### src/rtl/galcounter_pkg.sv
// Shared constants and load clamping for the galcounter family.
package galcounter_pkg;

    localparam logic UP   = 1'b1;
    localparam logic DOWN = 1'b0;

    localparam logic WRAP = 1'b0;
    localparam logic SAT  = 1'b1;

    localparam int unsigned MaxWidth = 16;

    // Out-of-range load values saturate to the top of the count range.
    function automatic logic [MaxWidth:0] clamp(input logic [MaxWidth:0] d,
                                                input int unsigned modulus);
        if ({15'b0, d} >= modulus) begin
            return 17'(modulus - 1);
        end
        return d;
    endfunction

endpackage

### src/rtl/galcounter_device.sv
// Pin-level wrapper: one standalone 4-bit modulo-16 wrapping stage on the device pins.
module galcounter_device (
    input  logic [11:1]  P,
    output logic [18:14] Q
);

    // P[7] is CarryIn: tie high standalone. If cascaded from another device's Q[18],
    // this stage steps one cycle after the lower stage wraps (1-cycle skew per stage).
    galcounter_n #(
        .WIDTH   (4),
        .MODULUS (16),
        .SATURATE(1'b0)
    ) u_counter (
        .Clock      (P[1]),
        .Reset      (P[2]),
        .Set        (P[3]),
        .Clear      (P[4]),
        .OE         (P[5]),
        .Up         (P[6]),
        .CarryIn    (P[7]),
        .D          (P[11:8]),
        .counter_out(Q[17:14]),
        .Carry      (Q[18])
    );

endmodule

### src/rtl/galcounter_next.sv
// Combinational next-count and terminal-event logic for one counter stage.
module galcounter_next
    import galcounter_pkg::*;
#(
    parameter int unsigned WIDTH   = 4,
    parameter int unsigned MODULUS = 1 << WIDTH
) (
    input  logic [WIDTH-1:0] value,
    input  logic             up,
    input  logic             mode,
    output logic [WIDTH-1:0] next_value,
    output logic             terminal
);

    localparam logic [WIDTH:0] MaxVal = (WIDTH+1)'(MODULUS - 1);
    localparam logic [WIDTH:0] One    = {{WIDTH{1'b0}}, 1'b1};

    // One spare bit so the increment can never overflow before the range test.
    logic [WIDTH:0] value_ext;
    logic [WIDTH:0] sum;

    always_comb begin
        value_ext = {1'b0, value};
        sum       = value_ext;
        terminal  = 1'b0;
        unique case (up)
            UP: begin
                if (value_ext >= MaxVal) begin
                    terminal = 1'b1;
                    sum      = (mode == WRAP) ? '0 : MaxVal;
                end else begin
                    sum = value_ext + One;
                end
            end
            DOWN: begin
                if (value_ext == '0) begin
                    terminal = 1'b1;
                    sum      = (mode == SAT) ? value_ext : MaxVal;
                end else begin
                    sum = value_ext - One;
                end
            end
        endcase
        next_value = sum[WIDTH-1:0];
    end

endmodule

### src/rtl/galcounter_n.sv
// WIDTH-bit modulo counter with load, clear, enable, direction and cascade carry.
module galcounter_n
    import galcounter_pkg::*;
#(
    parameter int unsigned WIDTH    = 4,
    parameter int unsigned MODULUS  = 1 << WIDTH,
    parameter bit          SATURATE = 1'b0
) (
    input  logic             Clock,
    input  logic             Reset,
    input  logic             Set,
    input  logic             Clear,
    input  logic             OE,
    input  logic             Up,
    input  logic             CarryIn,
    input  logic [WIDTH-1:0] D,
    output logic [WIDTH-1:0] counter_out,
    output logic             Carry
);

    if (WIDTH < 1 || WIDTH > MaxWidth) begin : g_bad_width
        $error("galcounter_n: WIDTH must be in 1..16");
    end
    if (MODULUS < 2 || MODULUS > (1 << WIDTH)) begin : g_bad_modulus
        $error("galcounter_n: MODULUS must be in 2..2**WIDTH");
    end

    logic [WIDTH-1:0] count_q, count_d;
    logic             carry_q, carry_d;
    logic [WIDTH-1:0] next_value;
    logic             terminal;

    galcounter_next #(
        .WIDTH  (WIDTH),
        .MODULUS(MODULUS)
    ) u_next (
        .value     (count_q),
        .up        (Up),
        .mode      (SATURATE),
        .next_value(next_value),
        .terminal  (terminal)
    );

    // Set > Clear > count > hold; Carry only ever reflects a count edge.
    always_comb begin
        count_d = count_q;
        carry_d = 1'b0;
        if (Set) begin
            count_d = WIDTH'(clamp(17'(D), MODULUS));
        end else if (Clear) begin
            count_d = '0;
        end else if (!OE && CarryIn) begin
            count_d = next_value;
            carry_d = terminal;
        end
    end

    always_ff @(posedge Clock or posedge Reset) begin
        if (Reset) begin
            count_q <= '0;
            carry_q <= 1'b0;
        end else begin
            count_q <= count_d;
            carry_q <= carry_d;
        end
    end

    assign counter_out = count_q;
    assign Carry       = carry_q;

endmodule

### config.mk
export PLATFORM = sky130hd
export DESIGN_NAME = galcounter_device
export DESIGN_NICKNAME = d
export VERILOG_FILES = /design/src/rtl/galcounter_pkg.sv /design/src/rtl/galcounter_device.sv /design/src/rtl/galcounter_next.sv /design/src/rtl/galcounter_n.sv
export SDC_FILE = /design/constraint.sdc
export NUM_CORES = 1
export LEC_CHECK = 0
export ABC_AREA = 1
export CAP_MARGIN = 20
export CORE_AREA = 2 2 39 41
export CTS_BUF_LIST = sky130_fd_sc_hd__clkbuf_4 sky130_fd_sc_hd__clkbuf_8
export DETAILED_ROUTE_END_ITERATION = 6
export DIE_AREA = 0 0 41 43
export GPL_ROUTABILITY_DRIVEN = 0
export PLACE_DENSITY = 0.6
export SYNTH_ARGS = -nofsm -noshare
export SYNTH_HDL_FRONTEND = slang
export SYNTH_SLANG_ARGS = --single-unit
### constraint.sdc
create_clock -name P -period 2.2 [get_ports P]
set_input_delay 0.33 -clock P [delete_from_list [all_inputs] [get_ports P]]
set_output_delay 0.33 -clock P [all_outputs]
set_load 0.02 [all_outputs]
==> After elaboration in Yosys (flattened, before gate mapping) <==
Index checks and enable logic that the tools add are counted.
{ "classes": {"n_addsub": 2, "n_mul": 0, "n_eq_ne": 0, "n_reduce_logical": 4, "shift": 0, "magnitude_cmp": 1, "n_mux": 12, "n_bitwise": 1, "div": 0} }
{ "ops": {"columns": ["op", "n"], "rows": [
  ["two-way mux 4 bit", 5],
  ["one-hot mux 4 bit (2 select lines)", 1],
  ["two-way mux 1 bit", 5],
  ["adder 4 x 1 -> 4 bit (second input constant)", 1],
  ["greater-or-equal comparator 4 bit (second input constant)", 1],
  ["zero test 4 bit", 1],
  ["subtractor 4 x 1 -> 4 bit (second input constant)", 1],
  ["nonzero test 3 bit", 1],
  ["one-hot mux 1 bit (2 select lines)", 1],
  ["logical AND 1 bit", 1],
  ["zero test 1 bit", 1],
  ["NOT 1 bit", 1]
]} }
{ "totals": {"romBits": 0, "ram_bits": 0, "output_inout_bits": 5, "elab_cells": 22, "latchBits": 0, "n_memories": 0, "inputBits": 11, "register_bits": 5} }

==> Depth between registers and ports, before layout <==
Gate-level depths: netlist (run 1).
{ "depth": {"word_depth": 6, "depth_mapped": 8, "depth_no_buf": 7} }

==> Cells and area by module <==
Synthesis (run 1) repeated with hierarchy kept, for this count alone.
{ "unflattened": {"cells_unflattened": 87, "hier_area_um2": 496.7} }
{ "modules_own_cells": {"columns": ["mod", "n_inst", "seq_area_each_um2", "cells_each", "area_each_um2"], "rows": [
  ["galcounter_n", 1, 125.1, 38, 266.5],
  ["galcounter_next", 1, 0.0, 49, 230.2]
]} }

==> Least setup slack after synthesis (run 1) <==
No wires, ideal clock.
{ "synth_path": {"kind": "flip-flop to flip-flop", "startpoint": "reg u_counter.count_q[0], in the netlist u_counter.counter_out[0]", "endpoint": "reg u_counter.count_q[1], in the netlist u_counter.counter_out[1]", "synth_period_minus_slack_ns": 1.361, "slack_ns": 0.839, "setup_time_ns": 0.087, "path_stages_with_launch": 8, "t_required_ns": 2.113, "n_path_buf": 0, "t_arrival_ns": 1.274, "path_cell_list": "dfrtp_1 inv_1 ha_1 inv_1 nor2_1 nor2_1 nand2_1 a22oi_1"} }
{ "synth_between": {"elab_chain_cells": 6, "word_cells_on_any_way": 10, "classes_between": "add/sub (2); order compare (1); mux (6); reduce/logical (1)"} }
{ "synth_rtl": {"columns": ["element", "line", "rtl"], "rows": [
  ["start, declared", "galcounter_n.sv:28", "logic [WIDTH-1:0] count_q, count_d;"],
  ["start signal, assigned", "galcounter_n.sv:63", "count_q <= count_d;"],
  ["subtractor 4 x 1 -> 4 bit, or another cell as far along", "galcounter_next.sv:40", "sum = value_ext - One;"],
  ["two-way mux 4 bit (on tied branches)", "galcounter_next.sv:36, galcounter_next.sv:28", null],
  ["one-hot mux 4 bit (2 select lines) (*)", "galcounter_next.sv:26", "unique case (up)"],
  ["two-way mux 4 bit (*)", "galcounter_n.sv:52", "end else if (!OE && CarryIn) begin"],
  ["two-way mux 4 bit (*)", "galcounter_n.sv:50", "end else if (Clear) begin"],
  ["two-way mux 4 bit (*)", "galcounter_n.sv:48", "if (Set) begin"]
]} }
Every way passes the cells marked *; elsewhere a longest branch is shown, timed or not. The select of a mux whose other input is x is not followed.
A chain may end at the register's enable or synchronous reset.

==> results of run 1 <==
state kept, by name (all words and copies together), names as in the netlist:
register               flops
u_counter.counter_out      4
u_counter.Carry            1
layout by cell type, fill, tap and decap left out:
| master | synthesis | layout |
|---|---|---|
| nand4_1 | 1 | 1 |
| nor2_1 | 6 | 6 |
| bufinv_16 | 0 | 2 |
| clkbuf_8 | 0 | 1 |
| dfrtp_1 | 5 | 5 |
| nand3_2 | 1 | 1 |
| xnor2_1 | 1 | 1 |
| inv_2 | 2 | 5 |
| ha_1 | 3 | 3 |
| a21oi_2 | 2 | 3 |
| inv_1 | 9 | 15 |
| a211oi_2 | 1 | 1 |
| nand2_2 | 2 | 2 |
| clkdlybuf4s50_1 | 0 | 5 |
| nand3_1 | 5 | 5 |
| o21ai_1 | 1 | 1 |
| nor2_2 | 1 | 1 |
| clkbuf_4 | 0 | 37 |
| a22oi_1 | 2 | 2 |
| a21oi_1 | 4 | 3 |
| nor2_4 | 2 | 2 |
| nand2_1 | 10 | 10 |
| o21ai_0 | 1 | 1 |
worst min-delay path by stage:
stage                     start                  endpoint  slack [ns]  depth (start not counted)
after detailed placement   P[6]           u_counter.Carry        0.08                          1
after floorplan            P[6]           u_counter.Carry        0.08                          1
final                     P[10]  u_counter.counter_out[2]       -0.03                          2
after global routing      P[10]  u_counter.counter_out[2]       -0.01                          2
after CTS                  P[9]  u_counter.counter_out[1]       -0.02                          2
after global placement     P[6]           u_counter.Carry        0.08                          1
area by class of cell:
class                           instances  area share (%)
Clock buffer                           38           32.77
Clock inverter                         17           13.08
Inverter                                5           2.110
Multi-Input combinational cell         43           30.10
Sequential cell                         5           14.06
Tap cell                               16           2.250
Timing Repair Buffer                    5           5.626
stage by stage:
step	cells	area (µm²)	power (W)	hold WS, ns
floorplan	61	449.2	0.0005278	0.08116
global placement	80	500.5	0.0005278	0.08116
detailed placement	80	500.5	0.0005278	0.08116
CTS	129	885.9	0.002149	-0.02277
global route	129	889.6	0.002301	-0.01395
finish	129	889.6	0.002155	-0.03416
synthesized netlist by cell type:
| cell type | instances |
|---|---|
| inv_1 | 9 |
| nand3_2 | 1 |
| nand2_2 | 2 |
| o21ai_1 | 1 |
| nand4_1 | 1 |
| dfrtp_1 | 5 |
| xnor2_1 | 1 |
| buf_6 | 1 |
| a21oi_1 | 4 |
| nor2_4 | 2 |
| ha_1 | 3 |
| a21oi_2 | 2 |
| buf_4 | 1 |
| nand3_1 | 5 |
| nand2_1 | 10 |
| o21ai_0 | 1 |
| a211oi_2 | 1 |
| inv_2 | 2 |
| nor2_1 | 6 |
| a22oi_1 | 2 |
| nor2_2 | 1 |
metal layers:
layer | share of wire [%] | GRT usage, % | wire length (µm) | vias to the layer above
met5 | 0 | 0 | 0 | -
met3 | 18 | 45.03 | 347 | 28
met4 | 7.5 | 42.67 | 147 | 0
met1 | 34 | 11.44 | 663 | 287
met2 | 41 | 20.63 | 809 | 82
li1 | - | - | - | 295
worst max-delay path, stage by stage:
cell      delay, ns
clkbuf_4       0.10
clkbuf_4       0.13
clkbuf_4       0.13
inv_2          0.05
nand2_2        0.06
clkbuf_4       0.15
nor2_4         0.09
clkbuf_8       0.13
clkbuf_4       0.12
inv_1          0.05
nor2_1         0.11
a21oi_2        0.05
repair_timing:
item	in CTS	in global routing
gates resized for setup	1	1
pin swaps	2	0
cloned	0	0
setup buffers	0	0
endpoints found under the setup margin	3	1
cell families after synthesis:
| logic type | after synthesis | synth area share (%) |
|---|---|---|
| XOR/XNOR | 1 | 1.950 |
| buffers and inverters | 13 | 13.37 |
| flip-flops | 5 | 27.86 |
| AND/OR/NAND/NOR | 28 | 31.76 |
| AO/OA/AOI/OAI | 11 | 16.71 |
| adder cells (fa/ha/maj) | 3 | 8.357 |
where the power goes:
| part | internal [W] | total [W] | switching (W) |
|---|---|---|---|
| registers | 0.000102 | 0.000102 | 0 |
| clock network | 0.00123 | 0.00205 | 0.000822 |
| logic | 0 | 0.0000000000603 | 0 |
| total | 0.00133 | 0.00216 | 0.000822 |
==> key figures, run 1 <==
Floorplanning
  • I/O Pins: 16
  • Die width: between 40 and 50 µm
  • DIE AREA: around 1800 µm²
  • Initial cell density of the core: around 32%
  • Core box area: ~1400 µm²
  • Die Height: between 40 and 50 µm
  • # rows: 14

Worst setup path
  • Critical Path Start Type: clock port
  • CP Class: clk2reg
  • Worst flop-to-flop path endpoint: u_counter.counter_out[2]
  • Reg2reg path depth: 8
  • Worst Path Max Fanout: 3
  • R2r startpoint: u_counter.counter_out[0]
  • CP Launch Point: P[3]
  • WP data arrival: 2.26 ns
  • CP Capture Type: flip-flop
  • Worst Setup EP: u_counter.counter_out[2]
  • WP data required: 2.33 ns
  • Flop-to-flop setup slack: 0.56 ns

Placed design
  • Placement Setup Slack: around 0.50 ns
  • Dpl hpwl: approximately 740 µm
  • # port buffers: 5

Clock tree
  • Hold buffer count at CTS: 0
  • Clk_lat worst skew: approximately 0.25 ns
  • CTS tree: done
  • Clock slew at the register clock pins of the worst setup and hold paths: approximately 0.050 ns

GRT
  • Vias in the first global route: roughly 940
  • First-pass GRT wire length: about 2800 µm
  • Initial antenna violation count: 0
  • Total track usage: around a quarter
  • GRT Residual Overflow: 0
  • Largest net degree at the start of global routing: 10

Detailed routing
  • Vias: 692
  • DR pass1 iterations: 4
  • Final ANT Viol Nets: 0
  • Final wirelength: slightly below 2000 µm
  • # DRC: 0
  • DR iter-0 viols: 43
  • Avg WL per Cell: roughly 15 µm
  • Vias per cell: between 5 and 6

Layout
  • # fillers: about 120
  • Antenna diodes: 0
  • Area Overhead vs Synth: 98.05%
  • Register area: around 130 µm²
  • Layout cells sized above 1: between 40% and 50%
  • Multi-input logic area: about 270 µm²
  • Final net count: 121
  • Fin util: 64.29%

Synth
  • Cell count after synthesis: between 60 and 70
  • Yosys top cell by area: dfrtp_1
  • Register bit total from synthesis: 5
  • Share of the synthesized area in the top cell type: about 28%
  • Netlist cell types: 21
  • Syn_area_per_cell: ~7.4 µm²
  • Synth top area cells: dfrtp_1 28%, ha_1 8.4%, nand2_1 8.4%, inv_1 7.5%, nand3_1 5.6%
  • Post-Synthesis Cell Area: around 450 µm²
  • Post-synthesis sequential area ratio: 27.86%
  • Synth Net Count: between 70 and 80
  • Yosys warning count: 0

STA
  • Min Hold Slack: -0.03416 ns
  • Tightest Pin Transition: 0.3884 ns
  • Worst slew margin: between 70 and 80%
  • Final Max Slew Viols: 0
  • Hold Vio Cnt, Final: 3
  • Setup TNS: 0 ns
  • Setup violators final: 0
  • PnR worst setup slack: 0.06920 ns
  • RSZ-0062 raised after global routing: false
  • Clock Skew: roughly 0.0056 ns

Status
  • Failing checks: negative hold slack
  • Status: complete, but fails checks

Power and ir drop
  • Leakage power: ~0.45 nW
  • Peak supply drop: approximately 1400 µV
  • Power per cell area: 2422 nW/µm²

Hold path
  • Min-Delay Path Class: clk2reg

Run
  • Max Cap Violations: 0
(Power assumes the default switching activity.)
==> run 2: changes to the inputs <==
--- a/config.mk
+++ b/config.mk
@@ -16,3 +16,4 @@
 export SYNTH_ARGS = -nofsm -noshare
 export SYNTH_HDL_FRONTEND = slang
 export SYNTH_SLANG_ARGS = --single-unit
+export TNS_END_PERCENT = 30
==> results of run 2 <==
Final layout, timing and power as in run 1 (identical DEF).
